==> src/rtl/cia_pkg.sv <==
// Shared sizing helpers for the pipelined carry-increment adder.
// Functions: cia_nb (block count), cia_lat (stage count), cia_min.
package cia_pkg;

  function automatic int cia_nb(input int n, input int blk);
    return n / blk;
  endfunction

  function automatic int cia_lat(input int nb, input int bps);
    return (nb + bps - 1) / bps;
  endfunction

  function automatic int cia_min(input int a, input int b);
    return (a < b) ? a : b;
  endfunction

endpackage

==> src/rtl/cia_stage.sv <==
// One pipeline stage: resolves blocks K*BPS..min(NB,(K+1)*BPS)-1 of a
// carry-increment add and registers psum, carry, c_msb and remaining operand
// bits. Ports: in_* from previous stage (in_ready = advance), out_* registered.
module cia_stage
  import cia_pkg::*;
#(
  parameter int N   = 32,
  parameter int BLK = 4,
  parameter int BPS = 2,
  parameter int K   = 0
) (
  input  logic         clk,
  input  logic         rst_n,
  input  logic         in_valid,
  output logic         in_ready,
  input  logic [N-1:0] in_psum,
  input  logic         in_carry,
  input  logic         in_c_msb,
  input  logic [N-1:0] in_a,
  input  logic [N-1:0] in_b,
  output logic         out_valid,
  input  logic         out_ready,
  output logic [N-1:0] out_psum,
  output logic         out_carry,
  output logic         out_c_msb,
  output logic [N-1:0] out_a,
  output logic [N-1:0] out_b
);

  localparam int NB = cia_nb(N, BLK);
  localparam int LO = K * BPS;
  localparam int HI = cia_min(NB, LO + BPS);

  typedef struct packed {
    logic [N-1:0] psum;
    logic         carry;
    logic         c_msb;
    logic [N-1:0] a_rem;
    logic [N-1:0] b_rem;
    logic         valid;
  } stage_t;

  stage_t q;
  stage_t d;

  logic [N-1:0] psum_n;
  logic [N-1:0] a_n;
  logic [N-1:0] b_n;
  logic         c_msb_n;
  logic [NB:0]  cc;

  assign cc[0] = 1'b0;

  for (genvar b = 0; b < NB; b++) begin : g_blk
    if (b >= LO && b < HI) begin : g_own
      logic           ci;
      logic [BLK-1:0] ab;
      logic [BLK-1:0] bb;
      logic [BLK:0]   r;

      if (b == LO) begin : g_ci
        assign ci = in_carry;
      end else begin : g_ci
        assign ci = cc[b];
      end

      assign ab = in_a[b*BLK +: BLK];
      assign bb = in_b[b*BLK +: BLK];

      if (b == 0) begin : g_sum
        assign r = {1'b0, ab} + {1'b0, bb}
                 + {{BLK{1'b0}}, ci};
      end else begin : g_sum
        // both carry-in cases, selected late
        logic [BLK:0] r0;
        logic [BLK:0] r1;
        assign r0 = {1'b0, ab} + {1'b0, bb};
        assign r1 = r0 + 1'b1;
        assign r  = ci ? r1 : r0;
      end

      assign cc[b+1] = r[BLK];
      assign psum_n[b*BLK +: BLK] = r[BLK-1:0];
      assign a_n[b*BLK +: BLK] = '0;
      assign b_n[b*BLK +: BLK] = '0;

      if (b == NB - 1) begin : g_msb
        // sum bit = a ^ b ^ carry-in, so recover the carry into the MSB
        assign c_msb_n = r[BLK-1] ^ ab[BLK-1] ^ bb[BLK-1];
      end
    end else if (b < LO) begin : g_done
      assign cc[b+1] = 1'b0;
      assign psum_n[b*BLK +: BLK] = in_psum[b*BLK +: BLK];
      assign a_n[b*BLK +: BLK] = '0;
      assign b_n[b*BLK +: BLK] = '0;
    end else begin : g_todo
      assign cc[b+1] = 1'b0;
      assign psum_n[b*BLK +: BLK] = '0;
      assign a_n[b*BLK +: BLK] = in_a[b*BLK +: BLK];
      assign b_n[b*BLK +: BLK] = in_b[b*BLK +: BLK];
    end
  end

  if (HI != NB) begin : g_cm
    assign c_msb_n = in_c_msb;
  end

  // sink for input bits this stage never needs
  logic unused_bits;
  assign unused_bits = ^{in_psum, in_a, in_b, in_c_msb, cc};

  always_comb begin
    d       = '0;
    d.psum  = psum_n;
    d.carry = cc[HI];
    d.c_msb = c_msb_n;
    d.a_rem = a_n;
    d.b_rem = b_n;
    d.valid = in_valid;
  end

  assign in_ready = !q.valid || out_ready;

  always_ff @(posedge clk) begin
    if (!rst_n) begin
      q <= '0;
    end else if (in_ready) begin
      q <= d;
    end
  end

  assign out_valid = q.valid;
  assign out_psum  = q.psum;
  assign out_carry = q.carry;
  assign out_c_msb = q.c_msb;
  assign out_a     = q.a_rem;
  assign out_b     = q.b_rem;

endmodule

==> src/rtl/pipelined_cia_adder.sv <==
// Pipelined carry-increment adder/subtractor, LAT stages, valid/ready both sides.
// Ports: in_valid/in_ready/in1/in2/cin/sub -> out_valid/out_ready/sum/cout/of.
// Define CIA_SATURATE_EN to clamp sum to signed max/min on overflow.
module pipelined_cia_adder
  import cia_pkg::*;
#(
  parameter int N   = 32,
  parameter int BLK = 4,
  parameter int BPS = 2
) (
  input  logic         clk,
  input  logic         rst_n,
  input  logic         in_valid,
  output logic         in_ready,
  input  logic [N-1:0] in1,
  input  logic [N-1:0] in2,
  input  logic         cin,
  input  logic         sub,
  output logic         out_valid,
  input  logic         out_ready,
  output logic [N-1:0] sum,
  output logic         cout,
  output logic         of
);

  localparam int NB  = cia_nb(N, BLK);
  localparam int LAT = cia_lat(NB, BPS);

  logic         vld [0:LAT];
  logic         rdy [0:LAT];
  logic [N-1:0] ps  [0:LAT];
  logic         cy  [0:LAT];
  logic         cm  [0:LAT];
  logic [N-1:0] aa  [0:LAT];
  logic [N-1:0] bb  [0:LAT];

  assign vld[0]   = in_valid;
  assign ps[0]    = '0;
  assign cy[0]    = sub | cin;
  assign cm[0]    = 1'b0;
  assign aa[0]    = in1;
  assign bb[0]    = in2 ^ {N{sub}};
  assign rdy[LAT] = out_ready;

  for (genvar k = 0; k < LAT; k++) begin : g_stage
    cia_stage #(
      .N  (N),
      .BLK(BLK),
      .BPS(BPS),
      .K  (k)
    ) u_stage (
      .clk      (clk),
      .rst_n    (rst_n),
      .in_valid (vld[k]),
      .in_ready (rdy[k]),
      .in_psum  (ps[k]),
      .in_carry (cy[k]),
      .in_c_msb (cm[k]),
      .in_a     (aa[k]),
      .in_b     (bb[k]),
      .out_valid(vld[k+1]),
      .out_ready(rdy[k+1]),
      .out_psum (ps[k+1]),
      .out_carry(cy[k+1]),
      .out_c_msb(cm[k+1]),
      .out_a    (aa[k+1]),
      .out_b    (bb[k+1])
    );
  end

  assign in_ready  = rdy[0];
  assign out_valid = vld[LAT];
  assign cout      = cy[LAT];
  assign of        = cm[LAT] ^ cy[LAT];

`ifdef CIA_SATURATE_EN
  // on overflow the wrapped sign is the inverse of in1's sign
  localparam logic [N-1:0] SMAX = {1'b0, {(N-1){1'b1}}};
  localparam logic [N-1:0] SMIN = {1'b1, {(N-1){1'b0}}};
  assign sum = !of ? ps[LAT] :
               ps[LAT][N-1] ? SMAX : SMIN;
`else
  assign sum = ps[LAT];
`endif

  logic unused_rem;
  assign unused_rem = ^{aa[LAT], bb[LAT]};

endmodule

==> config.mk <==
export PLATFORM = sky130hd
export DESIGN_NAME = pipelined_cia_adder
export DESIGN_NICKNAME = d
export VERILOG_FILES = /design/src/rtl/cia_pkg.sv /design/src/rtl/cia_stage.sv /design/src/rtl/pipelined_cia_adder.sv
export SDC_FILE = /design/constraint.sdc
export NUM_CORES = 1
export LEC_CHECK = 0
export ABC_AREA = 1
export CAP_MARGIN = 20
export CELL_PAD_IN_SITES_DETAIL_PLACEMENT = 0
export CELL_PAD_IN_SITES_GLOBAL_PLACEMENT = 2
export CORE_MARGIN = 5
export CORE_UTILIZATION = 35
export CTS_BUF_LIST = sky130_fd_sc_hd__clkbuf_4 sky130_fd_sc_hd__clkbuf_8 sky130_fd_sc_hd__clkbuf_16
export CTS_CLUSTER_SIZE = 25
export DETAILED_ROUTE_END_ITERATION = 6
export PLACE_DENSITY_LB_ADDON = 0.1
export SLEW_MARGIN = 5
export SYNTH_ARGS = -nofsm -noshare
export SYNTH_HDL_FRONTEND = slang
export SYNTH_SLANG_ARGS = --single-unit
==> constraint.sdc <==
create_clock -name clk -period 8.15 [get_ports clk]
set_input_delay 1.2225 -clock clk [delete_from_list [all_inputs] [get_ports clk]]
set_output_delay 1.2225 -clock clk [all_outputs]
set_load 0.1 [all_outputs]
==> out/results.ini <==
[yosys]
syn-cell-area_mm2=0.008499
synth.ff_latch_count=185
ys.flop_type=dfxtp_1
async_flop_share_pct=0
syn_inst=1074
ys_types=33
ys_seq_area_share_pct=43.57
syn_nets=1191
yosys_warnings=0
avgSynthCellArea_um2=7.914
synth_edf_count=0

[routing]
vias_per_cell=4.478
drtIter0Drc=364
met2_length_mm=7.702
post_drt_wl_per_cell_um=12.90
first_pass_iters=7
detail-route-antenna-nets=0
wl_met1_mm=10.47
vias=6628
wl_met3_um=755
top_layer_used=met4
drc_errors=0
drt-total-wl_mm=19.09

[placement]
placed_cell_area_mm2=0.009703
dp_hpwl_mm=13.11
port_buffers=105
dp_slack_ns=2.242
place_inst=1448
routabilityCongestion=0.7616

[worst_setup_path]
cp_data_required_time_ns=6.93
path_max_fanout=44
worstSetupEndpoint=in_ready
critPathKind=input port to primary output
critPathLaunch=out_ready
timing.rr.end=g_stage[0].u_stage.out_b[9]$_SDFFE_PN0P_
ff2ff_setup_slack_ns=5.14
worstSetupStartpointType=input port
critPathCaptureType=primary output
r2r-start=g_stage[3].u_stage.out_valid$_SDFFE_PN0P_
cp.arrival_ns=4.60
r2r_cells=9

[grt]
grt_pass1_vias=6067
grt_max_degree=98
grt_antenna_before_repair=0
gr-total-overflow=0
grtUsageTotal_pct=13.83
grt_pass1_wl_mm=31.80

[clock_tree]
cts_max_path_buffers=2
post_cts_buffers=0
cts_buffers=17
post_cts_resized=0
clk_pin_slew_ns=0.07
cts_tree=built
htree_levels=4
clockRootBuffer=clkbuf_16
holdBufCountCts=0
clock_sinks=185
clkLatencyLatePin_ns=0.43

[layout]
nets=1260
stdcell_count=1480
diodes=0
drive_gt1_share_pct=5.709
design_area_mm2=0.01030
layout_common_cells=dfxtp_1 (185), nor2_1 (148), o21ai_0 (141)
syn2layout_area_growth_pct=21.23
final_common_cell=dfxtp_1
finish.utilization_pct=42.74
nFillCells=2553

[sta]
slew_violations=0
setup_slack_ns=2.326
hold_viol=0
finClkSkew_ns=0.01271
slew_headroom_pct=33.76
finalCriticalPeriod_ns=5.824
max_freq_mhz=171.7
timing.final.crit_share_pct=71.46
rsz0062_at_grt=no
hold-worst-slack_ns=0.4409
worst_slew_pin_slew_ns=0.9905
fin_setup_tns_ns=0
setup_viol=0

[pwr]
power_density_mw_per_mm2=209.1
power_mw=2.154
power.static_leakage_nw=4.714
worst_ir_drop_vdd_v=0.0001198

[floorplanning]
core_area_mm2=0.02411
start_util_pct=35.26
ios=106
fp-row-count=57
die_w_um=165.8
die-area_mm2=0.02750
die_h_um=165.8

[run_status]
status=finished clean

[job]
cap_violations=0

[min_path]
hp-class=flip-flop to flip-flop

worst min path at each step:
stage,startpoint,to,slack (ns),cells after the start
floorplan,g_stage[0].u_stage.out_psum[5]$_SDFFE_PN0P_,g_stage[1].u_stage.out_psum[5]$_SDFFE_PN0P_,0.42,2
global placement,g_stage[0].u_stage.out_psum[5]$_SDFFE_PN0P_,g_stage[1].u_stage.out_psum[5]$_SDFFE_PN0P_,0.44,2
detailed placement,g_stage[0].u_stage.out_psum[5]$_SDFFE_PN0P_,g_stage[1].u_stage.out_psum[5]$_SDFFE_PN0P_,0.44,2
CTS,g_stage[0].u_stage.out_psum[5]$_SDFFE_PN0P_,g_stage[1].u_stage.out_psum[5]$_SDFFE_PN0P_,0.44,2
global route,g_stage[0].u_stage.out_psum[5]$_SDFFE_PN0P_,g_stage[1].u_stage.out_psum[5]$_SDFFE_PN0P_,0.46,2
finish,g_stage[0].u_stage.out_psum[5]$_SDFFE_PN0P_,g_stage[1].u_stage.out_psum[5]$_SDFFE_PN0P_,0.44,2
critical path, stage by stage:
cell and delay [ns]:
clkdlybuf4s50_1 0.44, nor2_4 0.53, inv_4 0.33, nor2_8 0.45, nand2_4 0.12, nor2_8 0.11
inv_2 0.27, clkdlybuf4s50_1 1.08
cells by family after synthesis:
logic type	share of synthesized area, %
AO/OA/AOI/OAI	18.89
XOR/XNOR	6.183
adder cells (fa/ha/maj)	7.714
buffers and inverters	8.258
flip-flops	43.57
AND/OR/NAND/NOR	15.38
per-layer routing:
metal	up-vias	track usage [%]
met5	-	0
met1	2861	21.54
met4	0	3.013
met2	115	19.32
met3	11	3.166
li1	3641	-
cell type report:
cell class	count	area, µm²	share of cell area [%]
inverter	111	419.2	4.068
timing repair buffer	110	1081	10.49
clock buffer	17	425.4	4.129
tap	324	405.4	3.934
sequential	185	3704	35.94
multi-input combinational	718	4094	39.73
clock inverter	15	175.2	1.700
state kept, by name, summed over array words and instances (netlist names):
| register | cells |
|---|---|
| g_stage.u_stage.out_b | 48 |
| g_stage.u_stage.out_valid | 4 |
| g_stage.u_stage.out_psum | 80 |
| g_stage.u_stage.out_carry | 4 |
| g_stage.u_stage.out_a | 48 |
| g_stage.u_stage.out_c_msb | 1 |
cell usage after synthesis (12+ instances only):
cell	number	area (µm²)
nor2_1	148	555.5
xor2_1	37	324.1
nand3_1	42	210.2
nand2_1	107	401.6
o21ai_0	141	705.7
dfxtp_1	185	3704
clkbuf_1	40	150.1
buf_2	12	60.06
o21ai_1	21	105.1
xnor2_1	23	201.4
a21oi_1	102	510.5
inv_1	108	405.4
a21oi_2	16	140.1
ha_1	38	475.5
power by group:
part	switching (mW)	leakage (nW)	total (mW)	internal, mW
Clock	0.397	0.294	0.837	0.441
Sequential	0.0324	1.52	0.998	0.965
Combinational	0.193	2.90	0.319	0.126
Total	0.622	4.71	2.15	1.53
No activity file was read; power rests on OpenSTA's default activity.
